$ cat src/rtl/pipe_stage_reg_pkg.sv
// Shared definitions for pipeline stage registers: IF/ID payload layout, RISC-V NOP,
// and the per-cycle transfer decode used by pipe_stage_reg.
package pipe_stage_reg_pkg;

    localparam logic [31:0] RV_NOP    = 32'h0000_0013;
    localparam int          PC_W      = 32;
    localparam int          INSTR_W   = 32;
    localparam int          IFID_W    = PC_W + INSTR_W;
    localparam int          INSTR_LSB = 0;
    localparam int          PC_LSB    = INSTR_W;

    // An empty IF/ID slot presents pc=0 and a canonical NOP instruction.
    localparam logic [IFID_W-1:0] IFID_NOP = {32'h0, RV_NOP};

    typedef enum logic [2:0] {
        XFER_HOLD,
        XFER_LOAD,
        XFER_SKID,
        XFER_POP,
        XFER_DRAIN
    } xfer_e;

    function automatic logic [IFID_W-1:0] ifid_pack(input logic [PC_W-1:0]    pc,
                                                    input logic [INSTR_W-1:0] instr);
        return {pc, instr};
    endfunction

endpackage

$ cat src/rtl/pipe_stage_if.sv
// Handshake bundle between two pipeline stages plus the stage's control/status pins.
interface pipe_stage_if #(
    parameter int DATA_W = 64,
    parameter int CNT_W  = 16
);
    logic              in_valid;
    logic [DATA_W-1:0] in_data;
    logic              in_ready;
    logic              out_valid;
    logic [DATA_W-1:0] out_data;
    logic              out_ready;
    logic              stall;
    logic              flush;
    logic [CNT_W-1:0]  kill_cnt;

    modport master (
        output in_valid, in_data, out_ready, stall, flush,
        input  in_ready, out_valid, out_data, kill_cnt
    );

    modport slave (
        input  in_valid, in_data, out_ready, stall, flush,
        output in_ready, out_valid, out_data, kill_cnt
    );
endinterface

$ cat src/rtl/pipe_stage_reg.sv
// Pipeline stage register with valid/ready handshake, stall, flush-to-NOP,
// optional skid slot and a saturating count of entries killed by flush.
module pipe_stage_reg
    import pipe_stage_reg_pkg::*;
#(
    parameter int                DATA_W  = 64,
    parameter logic [DATA_W-1:0] NOP_VAL = '0,
    parameter bit                SKID_EN = 1'b1,
    parameter int                CNT_W   = 16
) (
    input  logic          clk,
    input  logic          rst,
    pipe_stage_if.slave   bus
);

    logic              m_v;
    logic [DATA_W-1:0] m_d;
    logic              s_v;
    logic [DATA_W-1:0] s_d;
    logic [CNT_W-1:0]  kill_cnt;

    logic              in_ready;
    logic              in_fire;
    logic              out_fire;
    xfer_e             xfer;
    logic [CNT_W:0]    kill_sum;
    logic [CNT_W-1:0]  kill_next;

    assign out_fire = m_v & bus.out_ready & ~bus.stall;
    assign in_fire  = bus.in_valid & in_ready;

    assign bus.in_ready  = in_ready;
    assign bus.out_valid = m_v;
    assign bus.out_data  = m_d;
    assign bus.kill_cnt  = kill_cnt;

    always_comb begin
        xfer = XFER_HOLD;
        if (in_fire && (!m_v || out_fire))
            xfer = XFER_LOAD;
        else if (in_fire)
            xfer = XFER_SKID;
        else if (out_fire && s_v)
            xfer = XFER_POP;
        else if (out_fire)
            xfer = XFER_DRAIN;
    end

    // One extra bit catches overflow of count + up to two kills; clamp instead of wrapping.
    assign kill_sum  = {1'b0, kill_cnt} + {{CNT_W{1'b0}}, m_v} + {{CNT_W{1'b0}}, s_v};
    assign kill_next = kill_sum[CNT_W] ? '1 : kill_sum[CNT_W-1:0];

    always_ff @(posedge clk) begin
        if (rst) begin
            m_v      <= 1'b0;
            m_d      <= NOP_VAL;
            kill_cnt <= '0;
        end else if (bus.flush) begin
            m_v      <= 1'b0;
            m_d      <= NOP_VAL;
            kill_cnt <= kill_next;
        end else begin
            case (xfer)
                XFER_LOAD: begin
                    m_v <= 1'b1;
                    m_d <= bus.in_data;
                end
                XFER_POP:  m_d <= s_d;
                XFER_DRAIN: begin
                    m_v <= 1'b0;
                    m_d <= NOP_VAL;
                end
                default: ;
            endcase
        end
    end

    generate
        if (SKID_EN) begin : g_skid
            // Ready depends only on skid occupancy, so no comb path from downstream.
            assign in_ready = ~s_v;

            always_ff @(posedge clk) begin
                if (rst || bus.flush) begin
                    s_v <= 1'b0;
                    s_d <= NOP_VAL;
                end else begin
                    case (xfer)
                        XFER_SKID: begin
                            s_v <= 1'b1;
                            s_d <= bus.in_data;
                        end
                        XFER_POP: begin
                            s_v <= 1'b0;
                            s_d <= NOP_VAL;
                        end
                        default: ;
                    endcase
                end
            end
        end else begin : g_no_skid
            assign in_ready = ~m_v | out_fire;
            assign s_v      = 1'b0;
            assign s_d      = NOP_VAL;
        end
    endgenerate

endmodule

$ cat src/flat_wrapper.sv
// flat-port wrapper written by rule: the top's interface ports become plain ports
module pipe_stage_reg_flat import pipe_stage_reg_pkg::*;
#(
    parameter int                DATA_W  = 64,
    parameter logic [DATA_W-1:0] NOP_VAL = '0,
    parameter bit                SKID_EN = 1'b1,
    parameter int                CNT_W   = 16
)
  (clk, rst, bus_in_valid, bus_in_data, bus_out_ready, bus_stall, bus_flush, bus_in_ready, bus_out_valid, bus_out_data, bus_kill_cnt);
  pipe_stage_if #(.DATA_W(DATA_W), .CNT_W(CNT_W)) bus_i ();
  input  logic clk;
  input  logic rst;
  input wire logic [$bits(bus_i.in_valid)-1:0] bus_in_valid;
  input wire logic [$bits(bus_i.in_data)-1:0] bus_in_data;
  input wire logic [$bits(bus_i.out_ready)-1:0] bus_out_ready;
  input wire logic [$bits(bus_i.stall)-1:0] bus_stall;
  input wire logic [$bits(bus_i.flush)-1:0] bus_flush;
  output wire logic [$bits(bus_i.in_ready)-1:0] bus_in_ready;
  output wire logic [$bits(bus_i.out_valid)-1:0] bus_out_valid;
  output wire logic [$bits(bus_i.out_data)-1:0] bus_out_data;
  output wire logic [$bits(bus_i.kill_cnt)-1:0] bus_kill_cnt;
  assign bus_i.in_valid = bus_in_valid;
  assign bus_i.in_data = bus_in_data;
  assign bus_i.out_ready = bus_out_ready;
  assign bus_i.stall = bus_stall;
  assign bus_i.flush = bus_flush;
  assign bus_in_ready = bus_i.in_ready;
  assign bus_out_valid = bus_i.out_valid;
  assign bus_out_data = bus_i.out_data;
  assign bus_kill_cnt = bus_i.kill_cnt;
  pipe_stage_reg #(.DATA_W(DATA_W), .NOP_VAL(NOP_VAL), .SKID_EN(SKID_EN), .CNT_W(CNT_W)) u_core (.clk(clk), .rst(rst), .bus(bus_i));
endmodule
$ cat config.mk
export PLATFORM = sky130hd
export DESIGN_NAME = pipe_stage_reg_flat
export DESIGN_NICKNAME = d
export VERILOG_FILES = /design/src/rtl/pipe_stage_reg_pkg.sv /design/src/rtl/pipe_stage_if.sv /design/src/rtl/pipe_stage_reg.sv /design/src/flat_wrapper.sv
export SDC_FILE = /design/constraint.sdc
export NUM_CORES = 1
export LEC_CHECK = 0
export BUFFER_PORTS_ARGS = -buffer_cell sky130_fd_sc_hd__buf_2
export CORE_MARGIN = 2
export CORE_UTILIZATION = 40
export CTS_CLUSTER_SIZE = 8
export DETAILED_ROUTE_END_ITERATION = 6
export SYNTH_ARGS = -nofsm -noshare
export SYNTH_HDL_FRONTEND = slang
export SYNTH_SLANG_ARGS = --single-unit
$ cat constraint.sdc
create_clock -name clk -period 2.51 [get_ports clk]
set_input_delay 0.502 -clock clk [delete_from_list [all_inputs] [get_ports clk]]
set_output_delay 0.502 -clock clk [all_outputs]
set_load 0.005 [all_outputs]
# Yosys cells after proc, flatten, opt, wreduce, memory -nomap -nowiden
# Cells that the tools add are included.
# totals
latch_bits	0
romBits	0
regBits	146
ramBits	0
n_memories	0
word_cells	34
# classes
n_mul	0
n_mux	9
order_cmp	0
n_shift	0
bitwise	5
reduce_logical	9
div	0
addsub	2
n_eq_ne	4
# op_table
cell	count
$pmux 64 s3	1
$pmux 64 s2	1
$add 16x1->17	1
$add 17x1->17	1
$mux 16	1
$mux 3	4
$eq 3x2->1 const B	2
$pmux 1 s2	2
$reduce_bool 2->1	2
$and 1x1->1	3
$eq 3x1->1 const B	1
$eq 3x3->1 const B	1
$reduce_bool 3->1	1
$logic_and 1x1->1	2
$logic_or 1x1->1	2
$not 1->1	2
$reduce_or 2->1	1
$logic_not 1->1	1

# Longest topological paths before layout
# logic_depth
word_depth	8
ltp_mapped	10

# Worst setup path before layout
# No wires, ideal clock.
# synth_timing
path_kind	flip-flop to flip-flop
start	reg u_core.m_v (netlist: u_core.bus.out_valid)
end	reg u_core.kill_cnt[10] (netlist: u_core.bus.kill_cnt[10])
synth_period_minus_slack_ns	2.081
arrival_time_ns	2.011
path_stages_with_launch	11
path_buffers	2
setup_slack_ns	0.429
path_cell_list	dfxtp_1 -> inv_2 -> fa_1 -> inv_1 -> ha_1 -> and3_1 -> and3_1 -> buf_4 -> nand4_4 -> buf_2 -> a21oi_1
# synth_via
elab_chain_cells	3
# synth_rtl
item	line_no	rtl
start: declaration	pipe_stage_reg.sv:16	logic m_v;
start signal: assignment	pipe_stage_reg.sv:55	m_v <= 1'b0;
start signal: assignment	pipe_stage_reg.sv:59	m_v <= 1'b0;
start signal: assignment	pipe_stage_reg.sv:65	m_v <= 1'b1;
$add 16x1->17	pipe_stage_reg.sv:50	assign kill_sum = {1'b0, kill_cnt} + {{CNT_W{1'b0}}, m_v} + {{CNT_W{1'b0}}, s_v};
$add 17x1->17	pipe_stage_reg.sv:50	
$mux 16	pipe_stage_reg.sv:51	assign kill_next = kill_sum[CNT_W] ? '1 : kill_sum[CNT_W-1:0];
end signal: assignment	pipe_stage_reg.sv:61	kill_cnt <= kill_next;
end: declaration	pipe_stage_reg.sv:20	logic [CNT_W-1:0] kill_cnt;
# Every way passes these cells.
# A chain may end at the register's enable or synchronous reset.

# Worst setup path in the final report
# layout_timing
start	reg u_core.m_v (netlist: u_core.bus.out_valid)
end	reg u_core.kill_cnt[11] (netlist: u_core.bus.kill_cnt[11])
# Same word-level chain as after synthesis.

==> out/summary.txt <==
Fin Clk Skew -> 9.03 ps
Reg2reg setup slack -> 300 ps
Multi-input gate area in the final layout -> 3030 sq um
DP HPWL -> 11.2 mm
Global-route wire length before repair -> 27.1 mm
Final #Nets -> 876
Reg area -> 2920 sq um
Max-slew violations -> 0
Die Area -> 16800 sq um
CP peak stage delay -> 430 ps
Outcome -> completed
Pleak -> 3.01 nW
Number of synthesized flops with an enable pin -> 0
WL/cell -> 16.5 microns
Main synth FF type -> dfxtp_1
Fin crit share -> 87.9%
Cell Count, Final, Fillers Out -> 1028
RSZ-0062 raised after global routing -> false
Vias per Instance -> 5.37
Overall routed net length -> 17.0 mm
Clk Latency, worst-skew pair -> 430 ps
Post-CTS Hold Buffers -> 0
Routability cong. -> 0.750
MaxCap Viol Count -> 0
Drt drc -> 0
Largest net degree at the start of global routing -> 65
Ys Warns -> 0
Max Clk Rate -> 453 MHz
Cells along the critical path -> inv_2 > fa_1 > inv_1 > ha_1 > and3_1 > and3_2 > nand4_4 > a21oi_1
# diodes -> 0
Filler Cell Count -> 1469
Kind of critical path -> flop to flop
Most common cell after layout, fill and taps aside -> buf_2
Vias in the first global route -> 5486
Num ports -> 152
Clock transition at path regs -> 60 ps
Die H -> 130 microns
Tightest Hold Check Type -> primary input to flop
Post-synthesis cell count -> 682
Clock Path Buffers -> 2
Post-synthesis sequential area ratio -> 46.2%
CTS Root Cell -> clkbuf_16
Core Area -> 15300 sq um
Post-route ant nets -> 0
Utilization after layout -> 50.4%
First-pass DRT Iterations -> 5
Rel. slew slack -> 64.5%
Async SR Flop Fraction -> 0%
Min Tclk post-route -> 2210 ps
Data arrival, critical path -> 2560 ps
Total global-route track usage -> 20.4%
Cell area after layout -> 7710 sq um
Most frequent cells in the layout -> buf_2 (151), dfxtp_1 (145), nand2_1 (86)
Synth cell types -> 44
Layout area overhead -> 22.0%
Slowest cell on crit path -> fa_1
Hold Slack -> 314 ps
CTS Buf Count -> 17
Effective utilization at floorplan -> 41.3%
CTS H-tree depth -> 4
Syn_area_per_cell -> 9.27 sq um
FP Rows -> 45
CTS tree -> done
FF+latch count, synth -> 146
Initial antenna violation count -> 0
Final Hold Vio Count -> 0
Setup violators final -> 0
Total gr overflow -> 0
IR drop worst, VDD -> 0.000475 V
PwrDens -> 678 nW/um^2
Mapped Area -> 6320 sq um
Max Fanout on Critical Path -> 13
Layout cell share with drive strength beyond 1 -> 36.1%
CTS sink count -> 146
Required time of the critical path -> 2860 ps
Startpoint Class -> flop
Post-placement cell area -> 7160 sq um
IO Port Bufs -> 151
Worst slew pin tran -> 531 ps
Critical path endpoint category -> flop
Syn_nets -> 754
Via count -> 5523
Post-Place Cells -> 996
Die X -> 130 microns
Setup_tns -> 0 ps
DRT iter0 DRCs -> 319
==> metrics by stage <==
stage                     setup WS (ps)  total power, mW
after floorplan                     429             2.75
after CTS                          58.0             5.29
after global routing               41.5             5.45
after detailed placement           75.2             2.96
after global placement              217             2.94
final                               304             5.23
==> layout make-up <==
| cell class | instances | share of cell area, % |
|---|---|---|
| multi-input combinational | 465 | 39.2 |
| sequential | 146 | 37.9 |
| timing repair buffer | 170 | 12.1 |
| clock buffer | 18 | 5.70 |
| tap | 211 | 3.42 |
| clock inverter | 14 | 1.40 |
| inverter | 4 | 0.195 |
==> where the power goes <==
| group | total (mW) | switching, mW | internal (mW) |
|---|---|---|---|
| Combinational | 0.491 | 0.294 | 0.196 |
| Sequential | 2.41 | 0.0338 | 2.38 |
| Clock | 2.33 | 1.03 | 1.30 |
| Total | 5.23 | 1.36 | 3.87 |
==> synth_stat cells, types with 2 or more instances <==
cell,n,area (sq um)
a221oi_1,24,210
and2_1,2,12.5
nor4_1,2,12.5
a221oi_2,40,601
inv_1,3,11.3
nor3_1,24,120
nor3_2,40,400
nand2b_1,4,25.0
xnor2_1,4,35.0
xor2_1,6,52.6
and3_1,5,31.3
nand2_1,86,323
nand3_1,50,250
buf_1,5,18.8
clkbuf_1,23,86.3
clkbuf_2,2,10.0
o21ai_0,2,10.0
buf_6,13,146
buf_4,6,45.0
dfxtp_1,146,2920
nor2_1,67,251
or2_2,2,12.5
buf_2,18,90.1
nor2b_1,2,12.5
nand4_1,7,43.8
a21oi_1,81,405
==> worst max-delay path: cells and delay by family (launching register included) <==
family	cells	cell delay, ps
AO/OA/AOI/OAI	1	200
adder cells (fa/ha/maj)	2	580
buffers and inverters	2	180
flip-flops	1	410
AND/OR/NAND/NOR	3	760
==> metal layers <==
layer / wire length, microns / GRT usage (%) / up-vias
met5: 0 / 0 / -
met4: 158 / 6.33 / 0
met3: 956 / 5.78 / 13
met2: 8320 / 34.4 / 147
met1: 7540 / 25.5 / 2665
li1: - / - / 2698
==> state kept, by name (all words and copies together) (netlist names) <==
signal,cells
u_core.bus.out_valid,1
u_core.s_v,1
u_core.bus.out_data,64
u_core.s_d,64
u_core.bus.kill_cnt,16
==> what timing repair did <==
action,in CTS,in global routing
setup endpoints to repair,0,14
gates resized for setup,0,2
buffers inserted,0,0
==> path summary, 6_finish.rpt <==
kind	from	end	depth (start not counted)
worst min register to register	u_core.s_d[47]	u_core.s_d[47]	2
worst max register to register	u_core.bus.out_valid	u_core.bus.kill_cnt[11]	8
worst max-delay path	u_core.bus.out_valid	u_core.bus.kill_cnt[11]	8
worst min-delay path	bus_in_data[51]	u_core.s_d[51]	3
==> cells by family after synthesis <==
| group | Yosys count | synth area share (%) |
|---|---|---|
| xor gates and xnor gates | 10 | 1.39 |
| muxes | 1 | 0.158 |
| DFF | 146 | 46.2 |
| and+or+nand+nor | 298 | 24.9 |
| adders and majority gates | 2 | 0.515 |
| buffers and inverters | 71 | 6.51 |
| AOI/OAI and AO/OA | 154 | 20.3 |
(Power assumes the default switching activity.)
